==> config.mk <==
export PLATFORM = sky130hd
export DESIGN_NAME = elbeth_branch_predictor
export DESIGN_NICKNAME = d
export VERILOG_FILES = /design/src/rtl/elbeth_branch_predictor_pkg.sv /design/src/rtl/elbeth_branch_predictor_sat_counter.sv /design/src/rtl/elbeth_branch_predictor.sv
export SDC_FILE = /design/constraint.sdc
export NUM_CORES = 2
export LEC_CHECK = 0
export ABC_CLOCK_PERIOD_IN_PS = 40700
export CAP_MARGIN = 20
export CORE_ASPECT_RATIO = 0.6
export CORE_MARGIN = 2
export CORE_UTILIZATION = 30
export CTS_CLUSTER_DIAMETER = 200
export DETAILED_ROUTE_END_ITERATION = 16
export MAX_ROUTING_LAYER = met4
export PLACE_DENSITY = 0.46
export SETUP_SLACK_MARGIN = 0.4
export SLEW_MARGIN = 20
export SYNTH_ARGS = -nofsm -noshare
export SYNTH_HDL_FRONTEND = slang
export SYNTH_SLANG_ARGS = --single-unit
==> constraint.sdc <==
create_clock -name clk -period 40.7 [get_ports clk]
set_clock_uncertainty 0.2 [all_clocks]
set_input_delay 8.14 -clock clk [delete_from_list [all_inputs] [get_ports clk]]
set_output_delay 8.14 -clock clk [all_outputs]
set_load 0.005 [all_outputs]
==> src/rtl/elbeth_branch_predictor_pkg.sv <==
// Shared control-transfer opcodes and BTB reset constants for the ID-stage
// branch resolver and the IF-stage branch target buffer.
package elbeth_branch_predictor_pkg;

  typedef enum logic [2:0] {
    OP_BEQ  = 3'd0,
    OP_BNE  = 3'd1,
    OP_JAL  = 3'd2,
    OP_JALR = 3'd3,
    OP_BLT  = 3'd4,
    OP_BGE  = 3'd5,
    OP_BLTU = 3'd6,
    OP_BGEU = 3'd7
  } op_e;

  localparam logic BTB_VALID_RST = 1'b0;

  // Weakly not-taken: MSB clear, all lower bits set.
  function automatic int btb_cnt_rst(input int bits);
    return (1 << (bits - 1)) - 1;
  endfunction

  // Weakly taken: MSB set, all lower bits clear.
  function automatic int btb_cnt_weak_taken(input int bits);
    return 1 << (bits - 1);
  endfunction

endpackage

==> src/rtl/elbeth_branch_predictor_sat_counter.sv <==
// Saturating up/down direction counter; force_max dominates inc/dec.
module elbeth_sat_counter #(
  parameter int CNT_BITS = 2
) (
  input  logic [CNT_BITS-1:0] cnt,
  input  logic                inc,
  input  logic                dec,
  input  logic                force_max,
  output logic [CNT_BITS-1:0] nxt
);

  always_comb begin
    nxt = cnt;
    if (force_max)
      nxt = '1;
    else if (inc && (cnt != '1))
      nxt = cnt + 1'b1;
    else if (dec && (cnt != '0))
      nxt = cnt - 1'b1;
  end

endmodule

==> src/rtl/elbeth_branch_predictor.sv <==
// ID-stage branch resolution with a direct-mapped BTB and per-entry
// saturating direction counters, looked up combinationally by IF.
module elbeth_branch_predictor
  import elbeth_branch_predictor_pkg::*;
#(
  parameter int XLEN        = 32,
  parameter int BTB_ENTRIES = 16,
  parameter int CNT_BITS    = 2
) (
  input  logic            clk,
  input  logic            rst,
  input  logic [XLEN-1:0] if_pc,
  output logic            if_pred_taken,
  output logic [XLEN-1:0] if_pred_target,
  input  logic            id_valid,
  input  logic            id_stall,
  input  logic [XLEN-1:0] id_pc,
  input  logic [XLEN-1:0] id_offset,
  input  logic [2:0]      id_operation,
  input  logic [XLEN-1:0] id_data_rs1,
  input  logic [XLEN-1:0] id_data_rs2,
  input  logic            id_pred_taken,
  input  logic [XLEN-1:0] id_pred_target,
  output logic [XLEN-1:0] pc_branch,
  output logic            branch_taken,
  output logic            mispredict,
  output logic [XLEN-1:0] redirect_pc
);

  localparam int IDX   = $clog2(BTB_ENTRIES);
  localparam int TAG_W = XLEN - IDX - 2;
  localparam logic [CNT_BITS-1:0] CNT_RST = CNT_BITS'(btb_cnt_rst(CNT_BITS));
  localparam logic [CNT_BITS-1:0] CNT_WT  = CNT_BITS'(btb_cnt_weak_taken(CNT_BITS));

  logic [BTB_ENTRIES-1:0]                valid_q;
  logic [BTB_ENTRIES-1:0][TAG_W-1:0]     tag_q;
  logic [BTB_ENTRIES-1:0][XLEN-1:0]      target_q;
  logic [BTB_ENTRIES-1:0][CNT_BITS-1:0]  cnt_q;

  // IF lookup
  logic [IDX-1:0]   if_idx;
  logic [TAG_W-1:0] if_tag;
  logic             if_hit;

  assign if_idx         = if_pc[IDX+1:2];
  assign if_tag         = if_pc[XLEN-1:IDX+2];
  assign if_hit         = valid_q[if_idx] && (tag_q[if_idx] == if_tag);
  assign if_pred_taken  = if_hit && cnt_q[if_idx][CNT_BITS-1];
  assign if_pred_target = if_hit ? target_q[if_idx] : '0;

  // ID resolution
  logic [XLEN-1:0] rel_target, jalr_sum;
  logic            eq, lt_s, lt_u, op_defined, is_jump;

  assign rel_target = id_pc + id_offset;
  assign jalr_sum   = id_data_rs1 + id_offset;
  assign eq         = (id_data_rs1 == id_data_rs2);
  assign lt_s       = ($signed(id_data_rs1) < $signed(id_data_rs2));
  assign lt_u       = (id_data_rs1 < id_data_rs2);

  always_comb begin
    op_defined   = 1'b1;
    is_jump      = 1'b0;
    branch_taken = 1'b0;
    pc_branch    = rel_target;
    case (op_e'(id_operation))
      OP_JAL:  begin branch_taken = 1'b1; is_jump = 1'b1; end
      OP_JALR: begin
        branch_taken = 1'b1;
        is_jump      = 1'b1;
        pc_branch    = {jalr_sum[XLEN-1:1], 1'b0};
      end
      OP_BEQ:  branch_taken = eq;
      OP_BNE:  branch_taken = ~eq;
      OP_BLT:  branch_taken = lt_s;
      OP_BGE:  branch_taken = ~lt_s;
      OP_BLTU: branch_taken = lt_u;
      OP_BGEU: branch_taken = ~lt_u;
      default: begin op_defined = 1'b0; pc_branch = '0; end
    endcase
  end

  assign mispredict  = id_valid && ((branch_taken != id_pred_taken) ||
                                    (branch_taken && (pc_branch != id_pred_target)));
  assign redirect_pc = branch_taken ? pc_branch : (id_pc + XLEN'(4));

  // Table update; a not-taken miss leaves the table alone.
  logic [IDX-1:0]      id_idx;
  logic [TAG_W-1:0]    id_tag;
  logic                id_hit, upd_en;
  logic [CNT_BITS-1:0] cnt_cur, cnt_nxt;

  assign id_idx  = id_pc[IDX+1:2];
  assign id_tag  = id_pc[XLEN-1:IDX+2];
  assign id_hit  = valid_q[id_idx] && (tag_q[id_idx] == id_tag);
  assign upd_en  = id_valid && !id_stall && op_defined && (branch_taken || id_hit);
  assign cnt_cur = id_hit ? cnt_q[id_idx] : CNT_WT;

  elbeth_sat_counter #(.CNT_BITS(CNT_BITS)) u_cnt (
    .cnt       (cnt_cur),
    .inc       (id_hit && branch_taken),
    .dec       (id_hit && !branch_taken),
    .force_max (is_jump),
    .nxt       (cnt_nxt)
  );

  always_ff @(posedge clk or posedge rst) begin
    if (rst) begin
      valid_q  <= {BTB_ENTRIES{BTB_VALID_RST}};
      tag_q    <= '0;
      target_q <= '0;
      for (int i = 0; i < BTB_ENTRIES; i++) cnt_q[i] <= CNT_RST;
    end else if (upd_en) begin
      valid_q[id_idx] <= 1'b1;
      cnt_q[id_idx]   <= cnt_nxt;
      if (branch_taken) begin
        tag_q[id_idx]    <= id_tag;
        target_q[id_idx] <= pc_branch;
      end
    end
  end

  logic unused_pc_bits;
  assign unused_pc_bits = ^{if_pc[1:0], id_pc[1:0]};

endmodule

==> impl_metrics.yaml <==
logic_synthesis:
  ys_seq_elements: 976
  synth_cells: 4703
  yosys.area.top_type: "dfrtp_1"
  synth_enable_flop_cells: 0
  avgSynthCellArea_um2: 11.4
  synthesis.nets: 5004
  yosysMostFrequentCell: "dfrtp_1"
  yosysUniqueCellTypes: 77
  synth.mux.area_fraction: 0.268
  synthFlopType: "dfrtp_1"
  synth_compound_area_frac: 0.0869
  yosysWarningCount: 0
  synth.cell_area_um2: 53800
  async_flop_share: 1.00
  synth_top_family_by_area: "multiplexers"
  ys_seq_area_frac: 0.454
  synthAdderAreaFrac: 0.0238
  synth-xor-area-share: 0.0273
  synth_top_area_share: 0.447
  synth_area_leaders: "dfrtp_1, mux4_2, mux2_2, nand2_1, o21ai_0"
  synth_commonest_cells: "dfrtp_1, nand2_1, o21ai_0"
  synthSimpleGateAreaFrac: 0.103
sta:
  drv_slew: 0
  finalHoldViolCount: 0
  min_period_ns: 22.79
  setup_tns_ns: 0
  worstMarginPinSlew_ns: 1.10
  period_share: 0.560
  rsz0062_at_grt: "false"
  setup_viol: 0
  relSlewSlack: 0.250
  fmax_ghz: 0.0439
clock_network:
  post_cts_resized: 0
  postCtsSetupRepairBufs: 0
  clock_latency_ns: 0.74
  hold_buffers: 0
  cts_made_buffers: 95
  htree_levels: 3
  cts_tree: "done"
  clkTransAtPathRegs_ns: 0.06
  clock-sinks: 976
  clock_path_buffers: 3
  root_buffer: "clkbuf_16"
global_routing:
  grtUsageTotal: 0.234
  grt_pass1_vias: 38700
  grt_pass1_wl_um: 299000
  antenna_found_initial: 18
  grt_overflow_total: 0
  grt_max_degree: 162
cells_and_area:
  finalInstanceArea_um2: 62400
  syn_to_final_growth_pct: 16.0
  final_nets: 5107
  finish.utilization: 0.350
  drive_above_1_share: 0.235
  final_cells: 7266
route:
  drt_first_pass_iters: 5
  wl_per_cell_um: 28.7
  ant_nets: 0
  num_vias: 39200
  drc: 0
  routed_via_density: 5.40
  drt-initial-drc-count: 3817
  wirelength_um: 209000
die:
  dieArea_um2: 183000
  core_um2: 178000
  fp.dieH_um: 332
  io_pins: 299
  die_w_um: 551
  num_rows: 120
  start_util: 0.302
worst_setup_path:
  startpoint_type: "primary input"
  cp.arrival_ns: 14.45
  endpoint_kind: "output pin"
  worst-path-max-fanout: 21
  path_class: "in2out"
  crit_required_ns: 32.36
placed_design:
  place_congestion: 0.880
  dpl.cell_count: 7088
  io_buffers: 296
  place_area_um2: 59200
  hpwl_um: 138000
run:
  cap_violations: 0
outcome:
  status: "finished, final reports clean"
pwr:
  ir_drop_uv: 31.2
  power_density_nw_per_um2: 48.5
  power_w: 0.00302
  leakagePower_nw: 27.2
hold_path:
  min_path_type: "reg2reg"
## metal layers
layer,global-route usage,up-vias,wire [um]
met2,0.327,1329,88000
met1,0.349,20500,101000
li1,-,17200,-
met4,0.0462,0,4250
met3,0.0467,218,15400
met5,-,-,0
## layout by cell type, fill, tap and decap left out, types with 96 or more instances in the layout
cell / netlist / routed
clkdlybuf4s50_1: 0 / 288
nand2_1: 943 / 927
buf_4: 6 / 116
ha_1: 99 / 99
a21oi_1: 107 / 98
clkbuf_16: 0 / 96
mux4_2: 437 / 437
dfrtp_1: 960 / 960
o21ai_0: 554 / 554
mux2_2: 362 / 362
## cell families after synthesis
| kind of cell | count (synthesis) |
|---|---|
| and+or+nand+nor | 1302 |
| DFF | 976 |
| muxes | 845 |
| AOI/OAI and AO/OA | 834 |
| buffers and inverters | 487 |
| xor gates and xnor gates | 158 |
| adders and majority gates | 101 |
## path summary, 6_finish.rpt
check,from,slack [ns],end,cells after the start
worst min register to register,target_q[249],0.27,target_q[249],2
worst min-delay path,target_q[249],0.27,target_q[249],2
max in group asynchronous,rst,29.17,tag_q[97],5
min in group asynchronous,rst,7.77,tag_q[4],2
worst max register to register,tag_q[392],34.90,cnt_q[21],14
worst max-delay path,id_pc[6],17.91,mispredict,17
## power by group
part,switching [W],internal [W],total [W],leakage [nW]
combinational,0.000402,0.000383,0.000785,12.9
sequential,0.000130,0.00119,0.00132,12.8
clock,0.000420,0.000502,0.000922,1.52
total,0.000952,0.00207,0.00302,27.2
## final cells by class
type	instances	area, um^2
diodes	6	15.0
clock buffers	138	2700
clock inverters	34	430
fillers	17700	116000
inverters	81	312
multi-input cells	3240	27600
flip-flops and latches	976	24400
well taps	2379	2980
repair buffers	412	3860
## stage by stage
| step | setup WS [ns] | hold slack [ns] |
|---|---|---|
| floorplan | 4.93 | 0.241 |
| detailed placement | 18.21 | 0.262 |
| global route | 17.76 | 0.296 |
| global placement | 18.25 | 0.257 |
| finish | 17.91 | 0.274 |
| CTS | 18.18 | 0.278 |
## worst max-delay path, cell delays in order
cell and delay, ns:
clkdlybuf4s50_1 0.46, buf_4 0.33, ha_1 0.42, a21oi_1 0.37, o211ai_1 0.31, a21oi_1 0.53
mux2i_1 0.19, a31oi_2 0.85, inv_1 0.24, xnor2_1 0.33, nand2b_1 0.26, a2111oi_2 0.61
nand4_1 0.20, nor4_2 0.25, buf_4 0.30, a21oi_1 0.12, clkdlybuf4s50_1 0.46
## sequential cells by signal, summed over array words and instances, names as in the netlist
signal / flops
tag_q: 416
target_q: 512
cnt_q: 32
valid_q: 16
No activity file was read; power rests on OpenSTA's default activity.
